===== src/rtl/bht_gshare_predictor_pkg.sv =====
// Shared constants and helpers for the gshare/bimodal branch direction predictor.
package bht_gshare_predictor_pkg;

    // Fetch group geometry: four consecutive slots starting at the group PC.
    localparam int FETCH_W = 4;
    localparam int SEL_W   = 2;

    // Default table / history / counter sizing.
    localparam int DEF_IDX_W  = 6;
    localparam int DEF_HIST_W = 6;
    localparam int DEF_CNT_W  = 2;

    // Encodings of a 2-bit saturating direction counter.
    localparam logic [1:0] CNT_SN = 2'd0;  // strongly not-taken
    localparam logic [1:0] CNT_WN = 2'd1;  // weakly not-taken
    localparam logic [1:0] CNT_WT = 2'd2;  // weakly taken
    localparam logic [1:0] CNT_ST = 2'd3;  // strongly taken

    // Registered prediction bundle (history is carried separately because its
    // width is a parameter of the top).
    typedef struct packed {
        logic               vld;
        logic [FETCH_W-1:0] taken;
        logic [SEL_W-1:0]   sel;
        logic               any;
    } pred_t;

    // Index of the lowest set bit; 0 when no bit is set.
    function automatic logic [SEL_W-1:0] lowest_set(input logic [FETCH_W-1:0] v);
        logic [SEL_W-1:0] r;
        r = '0;
        for (int i = FETCH_W - 1; i >= 0; i--) begin
            if (v[i]) begin
                r = SEL_W'(i);
            end
        end
        return r;
    endfunction

endpackage


===== src/rtl/bht_gshare_predictor_sat_counter_update.sv =====
// Combinational saturating increment/decrement of one direction counter.
module sat_counter_update #(
    parameter int CNT_W = 2
) (
    input  logic [CNT_W-1:0] cnt_i,
    input  logic             inc_i,
    output logic [CNT_W-1:0] cnt_o
);

    // Move one step toward the outcome, holding at the all-ones / all-zeros rails.
    always_comb begin
        cnt_o = cnt_i;
        if (inc_i) begin
            if (cnt_i != '1) begin
                cnt_o = cnt_i + CNT_W'(1);
            end
        end else begin
            if (cnt_i != '0) begin
                cnt_o = cnt_i - CNT_W'(1);
            end
        end
    end

endmodule


===== src/rtl/bht_gshare_predictor.sv =====
// Table of saturating direction counters indexed by PC (bimodal) or
// PC XOR global history (gshare). Predicts a 4-slot fetch group one cycle
// after lookup and trains at commit, restoring history on a mispredict.
//
// Interface semantics: lookup_vld_i and upd_vld_i are single-cycle valid
// strobes with no ready; both are accepted every cycle. pred_vld_o is
// lookup_vld_i delayed by one cycle and all pred outputs read 0 when it is low.
module bht_gshare_predictor
    import bht_gshare_predictor_pkg::*;
#(
    parameter int IDX_W    = DEF_IDX_W,
    parameter int CNT_W    = DEF_CNT_W,
    parameter int HIST_W   = DEF_HIST_W,
    parameter int MODE     = 1,
    parameter int CNT_INIT = 1 << (CNT_W - 1)
) (
    input  logic               clk_i,
    input  logic               rst_i,
    input  logic               lookup_vld_i,
    input  logic [15:0]        lookup_pc_i,
    input  logic [3:0]         lookup_brnch_mask_i,
    output logic               pred_vld_o,
    output logic [3:0]         pred_taken_o,
    output logic [1:0]         pred_sel_o,
    output logic               pred_any_taken_o,
    output logic [HIST_W-1:0]  pred_ghr_o,
    input  logic               upd_vld_i,
    input  logic [15:0]        upd_pc_i,
    input  logic [HIST_W-1:0]  upd_ghr_i,
    input  logic               upd_taken_i,
    input  logic               upd_mispredict_i
);

    localparam int                DEPTH      = 1 << IDX_W;
    localparam logic [CNT_W-1:0]  CNT_INIT_V = CNT_W'(CNT_INIT);

    // Only the low IDX_W PC bits select a counter; a 16-bit wrapping add
    // and an IDX_W-bit wrapping add agree on those bits.
    logic unused_pc_bits;
    assign unused_pc_bits = ^{lookup_pc_i[15:IDX_W], upd_pc_i[15:IDX_W]};

    // Counter table and global history.
    logic [CNT_W-1:0]  cnt_q [DEPTH];
    logic [HIST_W-1:0] ghr_q;
    logic [HIST_W-1:0] ghr_d;

    // Registered prediction.
    pred_t             pred_q;
    pred_t             pred_d;
    logic [HIST_W-1:0] pred_ghr_q;
    logic [HIST_W-1:0] pred_ghr_d;

    // Lookup path.
    logic [IDX_W-1:0]   slot_idx [FETCH_W];
    logic [FETCH_W-1:0] taken_comb;
    logic               any_comb;
    logic [SEL_W-1:0]   sel_comb;

    // Update path.
    logic [IDX_W-1:0] upd_idx;
    logic [CNT_W-1:0] upd_cnt_cur;
    logic [CNT_W-1:0] upd_cnt_new;

    // Counter index: history is ignored in bimodal mode, XORed in gshare mode.
    function automatic logic [IDX_W-1:0] table_index(
        input logic [IDX_W-1:0]  pc_lo,
        input logic [HIST_W-1:0] hist
    );
        logic [IDX_W-1:0] hist_ext;
        hist_ext = IDX_W'(hist);
        if (MODE == 1) begin
            return pc_lo ^ hist_ext;
        end
        return pc_lo;
    endfunction

    // Shift one outcome bit into a history value, dropping the oldest bit.
    function automatic logic [HIST_W-1:0] shift_in(
        input logic [HIST_W-1:0] hist,
        input logic              b
    );
        return HIST_W'({hist, b});
    endfunction

    // Per-slot table read; slots that alias to one entry simply share it.
    always_comb begin
        for (int i = 0; i < FETCH_W; i++) begin
            slot_idx[i]   = table_index(lookup_pc_i[IDX_W-1:0] + IDX_W'(i), ghr_q);
            taken_comb[i] = cnt_q[slot_idx[i]][CNT_W-1] & lookup_brnch_mask_i[i];
        end
    end

    assign any_comb = |taken_comb;
    assign sel_comb = lowest_set(taken_comb);

    // Next prediction: zeros unless a group is being looked up.
    always_comb begin
        pred_d     = '0;
        pred_ghr_d = '0;
        if (lookup_vld_i) begin
            pred_d.vld   = 1'b1;
            pred_d.taken = taken_comb;
            pred_d.sel   = sel_comb;
            pred_d.any   = any_comb;
            pred_ghr_d   = ghr_q;
        end
    end

    // Next history: mispredict recovery wins over the speculative shift.
    always_comb begin
        ghr_d = ghr_q;
        if (upd_vld_i && upd_mispredict_i) begin
            ghr_d = shift_in(upd_ghr_i, upd_taken_i);
        end else if (lookup_vld_i && (|lookup_brnch_mask_i)) begin
            ghr_d = shift_in(ghr_q, any_comb);
        end
    end

    // Training index uses the history captured with the branch, not the live one.
    assign upd_idx     = table_index(upd_pc_i[IDX_W-1:0], upd_ghr_i);
    assign upd_cnt_cur = cnt_q[upd_idx];

    sat_counter_update #(
        .CNT_W (CNT_W)
    ) u_sat (
        .cnt_i (upd_cnt_cur),
        .inc_i (upd_taken_i),
        .cnt_o (upd_cnt_new)
    );

    // Counter table write; a same-cycle lookup already read the old value.
    always_ff @(posedge clk_i) begin
        if (rst_i) begin
            for (int e = 0; e < DEPTH; e++) begin
                cnt_q[e] <= CNT_INIT_V;
            end
        end else if (upd_vld_i) begin
            cnt_q[upd_idx] <= upd_cnt_new;
        end
    end

    // History and prediction registers.
    always_ff @(posedge clk_i) begin
        if (rst_i) begin
            ghr_q      <= '0;
            pred_q     <= '0;
            pred_ghr_q <= '0;
        end else begin
            ghr_q      <= ghr_d;
            pred_q     <= pred_d;
            pred_ghr_q <= pred_ghr_d;
        end
    end

    assign pred_vld_o       = pred_q.vld;
    assign pred_taken_o     = pred_q.taken;
    assign pred_sel_o       = pred_q.sel;
    assign pred_any_taken_o = pred_q.any;
    assign pred_ghr_o       = pred_ghr_q;

endmodule


===== config.mk =====
export PLATFORM = sky130hd
export DESIGN_NAME = bht_gshare_predictor
export DESIGN_NICKNAME = d
export VERILOG_FILES = /design/src/rtl/bht_gshare_predictor_pkg.sv /design/src/rtl/bht_gshare_predictor_sat_counter_update.sv /design/src/rtl/bht_gshare_predictor.sv
export SDC_FILE = /design/constraint.sdc
export NUM_CORES = 1
export LEC_CHECK = 0
export ABC_AREA = 1
export ABC_CLOCK_PERIOD_IN_PS = 6300
export CAP_MARGIN = 40
export CORE_UTILIZATION = 30
export CTS_CLUSTER_SIZE = 8
export DETAILED_ROUTE_END_ITERATION = 8
export SYNTH_ARGS = -nofsm -noshare
export SYNTH_HDL_FRONTEND = slang
export SYNTH_SLANG_ARGS = --single-unit
export TNS_END_PERCENT = 20

===== constraint.sdc =====
create_clock -name clk_i -period 6.3 [get_ports clk_i]
set_input_delay 1.575 -clock clk_i [delete_from_list [all_inputs] [get_ports clk_i]]
set_output_delay 1.575 -clock clk_i [all_outputs]
set_load 0.1 [all_outputs]

==> summary.md <==
| Metric | Value |
|---|---|
| Status | `finished, violations left` |
| Failing checks | `DRC` |
| DIE WIDTH | `186.4 µm` |
| Post-synth top area cell | `edfxtp_1` |
| Final setup vio count | `0` |
| Final hold vios | `0` |
| Worst-path clk slew | `roughly 0.07 ns` |
| Vias per cell | `5.275` |
| H-tree levels | `4` |
| Drt total wl | `about 33 mm` |
| Hold WC Path Type | `flip-flop to flip-flop` |
| Die H | `186.4 µm` |
| Count leader, synth | `nand3_1` |
| Final slew viol count | `0` |
| Number of max-cap violations | `0` |
| Lkg Pwr | `4.628 nW` |
| WL met2 | `between 15 and 20 mm` |
| DR WL/cell | `between 15 and 20 µm` |
| CP Launch Type | `primary input` |
| Comb power frac | `25.4%` |
| Worst-path cell chain | `clkdlybuf4s50_1, xnor2_1, nand3_2, inv_2, a22oi_1, nand4_1, nand2_1, nand2_1, nor2_2, nand2_1, nand2_4, nand2_8, buf_4, nor2_1` |
| Pre-antenna DRT Iters | `9` |
| Met3 WL | `roughly 2.7 mm` |
| Highest routed layer | `met4` |
| Drt first-iter violations | `1214` |
| WS Path Type | `primary input to flip-flop` |
| Register area share after synthesis | `41.60%` |
| Syn. warnings | `0` |
| Num Clock Sinks | `roughly 150` |
| Core Rows | `67` |
| DPL Wire Length | `23.37 mm` |
| Fin crit share | `76.08%` |
| PostCTS Resize Cnt | `0` |
| TNS Setup | `0 ns` |
| Ys flop type | `edfxtp_1` |
| Synth cell count leaders | `nand3_1 (326), nand2_1 (269), inv_1 (190)` |
| Number of buffers created by CTS | `17` |
| Most frequent CP cell | `nand2_1` |
| Top Ports | `just over 60` |
| Number of global-route vias before repair | `around 9200` |
| Port Buffer Count | `about 40` |
| Area grow syn2layout | `14.86%` |
| GRT Total Usage | `between 10% and 20%` |
| Max Clock Freq | `between 200 and 250 MHz` |
| Worst reg2reg startpoint | `ghr_q[2]` |
| Tmin final | `approximately 4.8 ns` |
| Placed cells | `between 1500 and 2000` |
| WHS Endpoint | `pred_ghr_o[5]` |
| M1 WL | `14.12 mm` |
| Worst Reg2Reg Path Length in Cells | `15` |
| Syn_nets | `between 1000 and 1500` |
| Mean Syn Cell Area | `roughly 7.7 µm²` |
| RePlAce Congestion | `slightly below 1` |
| Slowest cell on the critical path | `clkdlybuf4s50_1` |
| Antenna-violating nets left | `0` |
| Sequential Power Share | `38.7%` |
| Max FO, Critical Path | `38` |
| Relative max-transition margin | `43.31%` |
| #FFs+latches synth | `approximately 150` |
| Diode count | `0` |
| CTS tree | `done` |
| Int Pwr | `about 1.9 mW` |
| Pwr Density | `~240 nW/µm²` |
| Non-filler cells, final | `1815` |
| Synth Instances | `~1300` |
| Crit path largest cell delay | `around 0.53 ns` |
| Total grt overflow | `0` |
| Hold path cells | `2` |
| Post-synth top area share | `37.67%` |
| Fraction of layout cells with a size suffix above 1 | `between 10% and 20%` |
| Layout Utilization | `approximately a third` |
| Clock Tree Buf Depth | `2` |
| Core footprint | `~34000 µm²` |
| Vias | `approximately 9600` |
| WP data arrival | `4.97 ns` |
| Final worst clock skew | `about 0.011 ns` |
| Skew-Pair Late Insertion Delay | `around 0.43 ns` |
| Maximum VDD drop | `about 0.14 mV` |
| Clk root buf | `clkbuf_16` |
| Req. time, crit path | `approximately 6.5 ns` |
| Die area | `approximately 35000 µm²` |
| FF-to-FF End | `ghr_q[0]` |
| Initial antenna violation count | `0` |
| Slew @ Worst Pin | `0.8503 ns` |
| Synthesized cell area | `roughly 10000 µm²` |
| Layout Nets | `~1400` |
| Hold wc startpoint | `ghr_q[5]` |
| Critical Path Sink Type | `flip-flop` |
| Hold-fix buffers, CTS | `0` |
| Post-synth EDFFs | `~130` |
| Unrepaired setup endpoints after global routing | `no` |
| Sw frac | `about 34%` |
| Main area contributors after synthesis | `edfxtp_1 (38%), nand3_1 (16%), nand2_1 (9.9%), inv_1 (7.0%), nor2_4 (5.5%)` |
| Reg-to-reg setup timing slack | `approximately 3.2 ns` |
| Clock power share | `a little over a third` |
| Largest net degree at the start of global routing | `67` |
| Count of cell types in the netlist | `38` |
| First-pass GRT wire length | `51.91 mm` |
| Setup bufs post-CTS | `0` |
| NetSw | `about 0.97 mW` |
| Post-synth ARST share | `0%` |
| Initial Util | `between 30 and 40%` |
| # DRC | `2` |
==> critical path, delay by kind of cell <==
kind	cells	cell delay (ns)
buffers and inverters	3	1.31
AOI/OAI and AO/OA	1	0.16
and+or+nand+nor	9	1.44
xor gates and xnor gates	1	0.47
==> per-layer routing <==
layer  up-vias  GRT usage (%)
li1       4438              -
met1      4566          25.45
met2       492          30.93
met3        79          3.649
met4         0          8.328
met5         -              0
==> how the worst max path moves through the flow <==
stage / cells past startpoint / end / from
final: 14 / cnt_q[15][0] / upd_ghr_i[1]
after global routing: 14 / cnt_q[15][0] / upd_ghr_i[1]
after CTS: 14 / cnt_q[15][0] / upd_ghr_i[1]
after detailed placement: 14 / cnt_q[15][0] / upd_ghr_i[1]
after global placement: 14 / cnt_q[15][0] / upd_ghr_i[1]
after floorplan: 15 / ghr_q[0] / lookup_pc_i[0]
==> cell usage in the layout, fill, tap and decap left out, types with 7 or more instances in the layout <==
cell type and n:
clkdlybuf4s50_1 41, inv_1 189, nand2_1 268, buf_4 12, nor2_4 50, inv_2 8, a21oi_1 21, nor2_1 130
xnor2_1 9, buf_8 13, nor2_2 11, a22oi_1 26, edfxtp_1 128, clkbuf_16 17, nand3_2 9, dfxtp_1 20
nand3_1 326, o22ai_1 9, xor2_1 7, nand4_1 15
==> state kept, by name, summed over array words and instances (netlist names) <==
signal and flops:
pred_vld_o 1, ghr_q 6, pred_sel_o 2, cnt_q 128, pred_ghr_o 6, pred_taken_o 4
pred_any_taken_o 1
==> area by class of cell <==
| class | instances | area, µm² |
|---|---|---|
| tap | 448 | 560.5 |
| clock inverter | 14 | 153.9 |
| inverter | 197 | 739.5 |
| clock buffer | 18 | 429.2 |
| fill | 3463 | 21810 |
| multi-input combinational | 922 | 4848 |
| timing repair buffer | 68 | 743.2 |
| sequential | 148 | 4244 |
==> logic make-up after synthesis <==
| family | synth area share, % |
|---|---|
| AOI/OAI and AO/OA | 4.881 |
| adders and majority gates | 0.4906 |
| buffers and inverters | 11.20 |
| DFF | 41.60 |
| and+or+nand+nor | 39.48 |
| xor gates and xnor gates | 2.355 |
==> power groups by stage <==
stage / combinational, mW / sequential, mW / clock, mW
2_1_floorplan: 0.478 / 1.15 / 0
3_3_place_gp: 0.683 / 1.12 / 0
3_5_place_dp: 0.706 / 1.12 / 0
4_1_cts: 0.708 / 1.10 / 1.02
5_1_grt: 0.769 / 1.10 / 1.07
6_report: 0.721 / 1.10 / 1.02
==> metrics by stage <==
stage	setup WS, ns	area (µm²)	hold WS, ns	power, mW
finish	1.507	11720	0.4659	2.840
global route	1.390	11720	0.5095	2.938
CTS	1.551	11720	0.4691	2.826
detailed placement	1.113	11140	0.4576	1.826
global placement	1.147	10890	0.4519	1.802
floorplan	2.773	10200	0.4344	1.628
Note: power is estimated with default switching activity, not from simulation.
